[src/rtl/stitch_pipeline_ready.sv]
// stitch_pipeline_ready: STAGES-deep add-STEP pipeline with chained valid/ready backpressure,
// synchronous flush and an output transfer counter.
module stitch_pipeline_ready #(
    parameter int               WIDTH  = 32,
    parameter int               STAGES = 2,
    parameter logic [WIDTH-1:0] STEP   = WIDTH'(1)
) (
    input  logic                             clk,
    input  logic                             rst,
    input  logic                             flush,
    input  logic                             input_valid,
    output logic                             input_ready,
    input  logic [WIDTH-1:0]                 x,
    output logic                             out_valid,
    input  logic                             out_ready,
    output logic [WIDTH-1:0]                 out,
    output logic [$clog2(STAGES+1)-1:0]      occupancy,
    output logic [15:0]                      xfer_count
);
    localparam int OW = $clog2(STAGES+1);
    logic [WIDTH-1:0]  d_q [STAGES];
    logic [WIDTH-1:0]  d_d [STAGES];
    logic [STAGES-1:0] v_q, v_d;
    logic              rdy [STAGES+1];
    logic [15:0]       xfer_q, xfer_d;
    assign rdy[STAGES]  = out_ready;
    assign input_ready  = rdy[0] && !flush;
    assign out          = d_q[STAGES-1];
    assign out_valid    = v_q[STAGES-1];
    assign xfer_count   = xfer_q;
    assign xfer_d       = xfer_q + 16'(out_valid && out_ready && !flush);
    for (genvar i = 0; i < STAGES; i++) begin : g_stage
        logic             up_v;
        logic [WIDTH-1:0] up_d;
        if (i == 0) begin : g_head
            assign up_v = input_valid && input_ready;
            assign up_d = x;
        end else begin : g_body
            assign up_v = v_q[i-1];
            assign up_d = d_q[i-1];
        end
        // a stage can take new data when empty or when its own item moves on this cycle
        assign rdy[i] = !v_q[i] || rdy[i+1];
        assign v_d[i] = !flush && (rdy[i] ? up_v : v_q[i]);
        assign d_d[i] = (!flush && rdy[i] && up_v) ? up_d + STEP : d_q[i];
    end
    always_comb begin
        occupancy = '0;
        for (int k = 0; k < STAGES; k++) occupancy = occupancy + OW'(v_q[k]);
    end
    always_ff @(posedge clk or negedge rst) begin
        if (!rst) begin
            v_q    <= '0;
            xfer_q <= '0;
            for (int k = 0; k < STAGES; k++) d_q[k] <= '0;
        end else begin
            v_q    <= v_d;
            xfer_q <= xfer_d;
            d_q    <= d_d;
        end
    end
endmodule

[config.mk]
export PLATFORM = sky130hd
export DESIGN_NAME = stitch_pipeline_ready
export DESIGN_NICKNAME = d
export VERILOG_FILES = /design/src/rtl/stitch_pipeline_ready.sv
export SDC_FILE = /design/constraint.sdc
export NUM_CORES = 1
export LEC_CHECK = 0
export ABC_CLOCK_PERIOD_IN_PS = 1820
export CAP_MARGIN = 15
export CORE_MARGIN = 2
export CORE_UTILIZATION = 45
export CTS_CLUSTER_DIAMETER = 50
export CTS_CLUSTER_SIZE = 24
export DETAILED_ROUTE_END_ITERATION = 7
export PLACE_DENSITY = 0.83
export SYNTH_ARGS = -nofsm -noshare
export SYNTH_HDL_FRONTEND = slang
export SYNTH_SLANG_ARGS = --single-unit
[constraint.sdc]
create_clock -name clk -period 1.82 [get_ports clk]
set_input_delay 0.546 -clock clk [delete_from_list [all_inputs] [get_ports clk]]
set_output_delay 0.546 -clock clk [all_outputs]
set_load 0.02 [all_outputs]
==> reports/qor.txt, run 1 <==
diodes inserted - 0
clk sinks - 82
DR vias - 3,791
final hold violations - 0
mux cell area share after synthesis - 0.745%
Synth Area in Adders - 1.72%
full die area - 10,500 µm²
clock slew at reported path FFs - 80 ps
leakage - 2.78 nW
placed cell areas - 5840 µm²
unrepaired setup endpoints after global routing - true
#FFs+latches synth - 82
Die W - 102 µm
Seq/Total Area, Yosys - 47.0%
Port Buffers - 88
synth top area cells - dfrtp_1 (47%), xor2_1 (9.4%), xnor2_1 (5.4%), nand2_1 (4.1%), nand4_1 (4.0%)
Syn-to-layout area delta - 40.0%
clock skew - 8.28 ps
Vias/cell - 5.15
Detail Placement HPWL - 7.90 mm
Worst-Margin Slew - 420 ps
Rows - 35
DRC viols - 0
fmax - 564 MHz
first drt pass iteration count - 4
Post-Syn Area - 4370 µm²
compound-cell area share of the yosys netlist - 7.22%
wirelength, routed - 10.4 mm
Avg Inst Size Synth - 9.70 µm²
vias in the first global route - 3,751
post-synth top area cell - dfrtp_1
hold_buf cts - 0
Post-Synth XOR/XNOR Area - 14.8%
non-filler instance count after layout - 736
Power Density - 842 nW/µm²
commonest cells after routing, fill and taps aside - dfrtp_1 (81), buf_4 (66), dlygate4sd2_1 (54)
CTS root buffer - clkbuf_8
nets - 645
Post-Synth Simple-Gate Area - 24.9%
status - completed
gr usage total - 20.8%
CTS Buffer Depth - 2
Hold Path Class - in2async
most common cell after layout, fill and taps aside - dfrtp_1
Worst Path Class, Setup - in2reg
ys async rst share - 100%
Syn Inst Count - 450
Synth Flop Type - dfrtp_1
initial antenna violation count - 0
I/O pins - 89
DR WL/cell - 14.2 µm
initial core utilization - 46.8%
worst-path fanout max - 5
EDFF count, synth - 0
fin area - 6110 µm²
final setup fails - 0
Critical Path Start - x[16]
crit share post-route - 97.4%
number of CTS-inserted buffers - 9
layout cell share with drive strength beyond 1 - 20.8%
first-pass GRT wire length - 17.3 mm
Routed Antenna Nets - 0
Worst VDD drop - 0.000358 V
initial DRC count - 180
CP startpoint kind - input port
pre-CTS WS - -629 ps
H-tree depth - 3
Pwr Total - 5.15 mW
CP Capture Type - flop
fin crit period - 1770 ps
Yosys cell types - 35
die height - 102 µm
Critical Path RT - 2080 ps
largest net degree at the start of global routing - 49
clk_lat worst skew - 340 ps
share of the synthesized area in the top cell type - 47.0%
largest family of logic cells by synthesized area - simple AND/OR/NAND/NOR gates
origin of the critical flop-to-flop path - g_stage[1].up_d[1]
MaxCap Viol Count - 0
Arr. time, crit path - 2030 ps
CTS tree - done
post-route setup TNS - 0 ps
post-placement cell count - 712
relative slew slack - 72.0%
Setup WS post-layout - 47.9 ps
core area - 9330 µm²
GPL Wtd Cong - 0.877
Pins Over Slew Limit - 0
Ys Warns - 0
syn_nets - 493
GRT overflow - 0
-- area by class of cell --
| cell class | count | area [µm²] |
|---|---|---|
| Multi-Input combinational cell | 341 | 2220 |
| Tap cell | 129 | 161 |
| Clock inverter | 6 | 91.3 |
| Timing Repair Buffer | 162 | 1430 |
| Fill cell | 728 | 3220 |
| Clock buffer | 10 | 128 |
| Inverter | 6 | 22.5 |
| Sequential cell | 82 | 2050 |
-- final timing paths --
kind | cells after the start | slack [ps] | end
max in group asynchronous | 2 | 1120 | g_stage[1].up_d[15]
max | 7 | 50 | g_stage[1].up_d[28]
min in group clk | 2 | 430 | g_stage[1].up_d[0]
max reg2reg | 7 | 70 | out[26]
min | 1 | 140 | xfer_count[4]
min reg2reg | 1 | 490 | xfer_count[9]
-- sequential cells by signal, indices dropped and copies added, names as in the netlist --
name,cells
out,32
g_stage.up_d,32
v_q,2
xfer_count,16
-- cell usage after synthesis, types with 2 or more instances --
master and n:
nor2_1 46, o21ai_0 25, xnor2_1 27, nor4_4 2
and3_1 16, xor2_1 47, buf_6 4, nor3_4 2
o21ai_1 5, nand3_2 3, a21oi_1 33, ha_1 6
buf_2 4, nand4_1 28, dfrtp_1 82, mux2_2 2
clkbuf_8 2, and3_2 2, nor3_1 3, nand4b_1 2
and4_1 3, nand2_1 48, clkbuf_1 11, and2_1 5
inv_1 6, nand3_1 27
-- layer usage --
| metal | up-vias | track usage (%) | part of all wire, % |
|---|---|---|---|
| li1 | 1867 | - | - |
| met1 | 1790 | 26.4 | 43 |
| met2 | 112 | 34.7 | 50 |
| met3 | 22 | 3.53 | 4.8 |
| met4 | 0 | 10.1 | 2.4 |
| met5 | - | 0 | 0 |
-- worst max-delay path: stages --
cell,delay [ps]
clkdlybuf4s50_1,500
nand3_2,120
nor3_4,230
buf_2,180
nand4_1,130
xor2_1,160
o21ai_0,160
-- report_power, final --
group / leakage (nW) / internal, mW / switching (mW)
logic: 1.68 / 0.597 / 0.758
clock network: 0.0987 / 0.775 / 0.640
registers: 1.00 / 2.12 / 0.260
-- cells by family (layout without fill, tap and decap cells) --
family,after synthesis,after routing
AO/OA/AOI/OAI,63,63
XOR/XNOR,74,74
adder cells (fa/ha/maj),6,6
buffers and inverters,27,184
flip-flops,82,82
multiplexers,3,3
AND/OR/NAND/NOR,195,195
-- through the flow --
step	util, %	hold WS [ps]
after floorplan	-	250
after global placement	62.6	462
after detailed placement	62.6	483
after CTS	64.7	131
after global routing	65.5	149
final	65.5	136
-- repair_timing --
item                                    4_1_cts  5_1_grt
endpoints found under the setup margin       80       33
buffers inserted                              2        4
resized for setup                            77       27
gates cloned                                  1        1
pin swaps                                     8       14
Note: power is estimated with default switching activity, not from simulation.
==> inputs of run 2 (changes only) <==
--- a/config.mk
+++ b/config.mk
@@ -12,7 +12,9 @@
 export CTS_CLUSTER_DIAMETER = 50
 export CTS_CLUSTER_SIZE = 24
 export DETAILED_ROUTE_END_ITERATION = 7
+export GPL_TIMING_DRIVEN = 0
 export PLACE_DENSITY = 0.83
+export SETUP_SLACK_MARGIN = 0.02
 export SYNTH_ARGS = -nofsm -noshare
 export SYNTH_HDL_FRONTEND = slang
 export SYNTH_SLANG_ARGS = --single-unit
==> reports/qor.txt, run 2 (same netlist as run 1, synthesis figures left out) <==
first-pass GRT wire length - 17.3 mm (+0.28%)
GRT overflow - 0 (unchanged)
CTS tree - done
Clk pwr share - 30.8% (+3.3 points)
diodes inserted - 0 (unchanged)
crit share post-route - 97.7% (+0.37 points)
relative slew slack - 71.6% (-0.44 points)
CP Capture Type - output pin
r2r setup slk - 80 ps (about the same)
status - completed
Routed Antenna Nets - 0 (unchanged)
final setup fails - 0 (unchanged)
slowest CP cell - dfrtp_1
die height - 102 µm (unchanged)
Rows - 35 (unchanged)
pre-CTS WS - -808 ps (-179 ps)
fmax - 562 MHz (-0.37%)
commonest cells after routing, fill and taps aside - dfrtp_1 (76), dlygate4sd2_1 (61), nand2_1 (46), xor2_1 (46), nor2_1 (45)
DR vias - 3,667 (-3.3%)
Port Buffers - 88 (unchanged)
Comb pwr share - 23.4% (-2.9 points)
Vias/cell - 5.25 (+1.8%)
Filler cells - 751 (+3.2%)
layout cell share with drive strength beyond 1 - 16.8% (-3.9 points)
H-tree depth - 3 (unchanged)
clock skew - 7.19 ps (-1.09 ps)
Sw Share - 31.5% (-0.77 points)
largest net degree at the start of global routing - 72 (+47%)
Die W - 102 µm (unchanged)
clk sinks - 82 (unchanged)
placed cell areas - 5440 µm² (-6.9%)
wirelength, routed - 10.6 mm (+2.2%)
Worst VDD drop - 0.000465 V (+30%)
first drt pass iteration count - 4 (unchanged)
Syn-to-layout area delta - 34.3%
Hold Path Class - in2async
Internal - 3.62 mW (+3.8%)
Detail Placement HPWL - 7.82 mm (-1.0%)
number of CTS-inserted buffers - 9 (unchanged)
fin area - 5860 µm² (-4.1%)
Power Density - 901 nW/µm² (+7.0%)
Worst Path Class, Setup - reg2out
initial core utilization - 46.8% (unchanged)
most common cell after layout, fill and taps aside - dfrtp_1
initial antenna violation count - 0 (unchanged)
GPL Wtd Cong - 0.894 (+1.9%)
clock slew at reported path FFs - 80 ps (about the same)
Switch Pwr - 1.66 mW (+0.22%)
vias in the first global route - 3,702 (-1.3%)
full die area - 10,500 µm² (unchanged)
gr usage total - 21.1% (+0.24 points)
CTS root buffer - clkbuf_8
slowest cell delay on critical path - 410 ps (-90 ps)
nets - 608 (-5.7%)
CTS Buffer Depth - 2 (unchanged)
I/O pins - 89 (unchanged)
unrepaired setup endpoints after global routing - true
CP top delay family - flip-flops
Worst-Margin Slew - 423 ps (+3.41 ps)
Buf+Inv Stages, Crit Path - 1 (-1)
Arr. time, crit path - 1230 ps (-800 ps)
MaxCap Viol Count - 0 (unchanged)
Pins Over Slew Limit - 0 (unchanged)
CP startpoint kind - flop
core area - 9330 µm² (unchanged)
worst path cell trace - nor2b_4 > a21oi_2 > buf_4
worst-path fanout max - 4 (-1)
fin crit period - 1780 ps (+6.66 ps)
sequential power share - 45.8% (-0.4 points)
Setup WS post-layout - 41.2 ps (-6.66 ps)
initial DRC count - 152 (-16%)
leakage - 2.64 nW (-5.0%)
final hold violations - 0 (unchanged)
clk_lat worst skew - 350 ps (about the same)
DRC viols - 0 (unchanged)
post-route setup TNS - 0 ps (unchanged)
Critical Path RT - 1270 ps (-810 ps)
DR WL/cell - 15.2 µm (+7.6%)
[run 2: cell count changes in the layout (fill, tap and decap cells not counted), sizes merged]
cell           previous run  this run
clkinvlp                  3         0
clkdlybuf4s50            23        12
buf                      77        28
dlymetal6s2s              5         6
bufinv                    2         3
clkbuf                   13        25
clkinv                    1         2
dlygate4sd2              54        61
clkdlybuf4s15             0         4
[run 2: layer usage]
metal  up-vias  routed length [µm]  track usage [%]
met5         -                   0                0
met4         0                 237             6.87
met3        21                 472             4.20
met2       102                5390             37.4
met1      1758                4550             25.8
li1       1786                   -                -
[run 2: worst paths after layout]
check | from | end | cells after the start
worst max register to register | g_stage[1].up_d[1] | out[31] | 6
worst min register to register | xfer_count[15] | xfer_count[15] | 1
min in group clk | xfer_count[15] | xfer_count[15] | 1
max in group asynchronous | rst | g_stage[1].up_d[3] | 2
worst max-delay path | v_q[1] | input_ready | 3
worst min-delay path | rst | xfer_count[4] | 1
[run 2: layout make-up]
| cell class | count | area [µm²] | area share (%) |
|---|---|---|---|
| repair buffers | 105 | 955 | 16.3 |
| flip-flops and latches | 82 | 2060 | 35.1 |
| clock inverters | 5 | 100 | 1.71 |
| multi-input cells | 341 | 2250 | 38.5 |
| clock buffers | 11 | 151 | 2.58 |
| well taps | 129 | 161 | 2.75 |
| plain buffers | 20 | 159 | 2.71 |
| inverters | 6 | 22.5 | 0.384 |
[run 2: worst reg2reg max path, stage by stage (launching register included)]
cell,delay (ps)
dfrtp_1,430
and4_4,260
nor3b_4,260
buf_6,180
nand4_1,110
xor2_1,270
a21oi_1,110
[run 2: power groups by stage]
stage	sequential (mW)	clock, mW	combinational [mW]
final	2.42	1.63	1.24
after global routing	2.46	1.70	1.34
after CTS	2.40	1.62	1.22
after detailed placement	2.45	0	1.35
after global placement	2.43	0	1.30
after floorplan	2.63	0	0.420
[run 2: per-stage QoR]
stage	total power, mW	hold WS [ps]	utilization, %	instances
CTS	5.25	26.3	61.8	696
detailed placement	3.80	405	58.3	668
floorplan	3.05	250	-	450
finish	5.28	25.7	62.9	699
global route	5.51	25.3	62.9	699
global placement	3.72	463	58.0	667
[run 2: timing repair]
item,4_1_cts,5_1_grt
cloned,2,0
endpoints found under the setup margin,108,34
pin swaps,12,11
buffers inserted,11,3
resized for setup,108,34
hold buffers,0,0
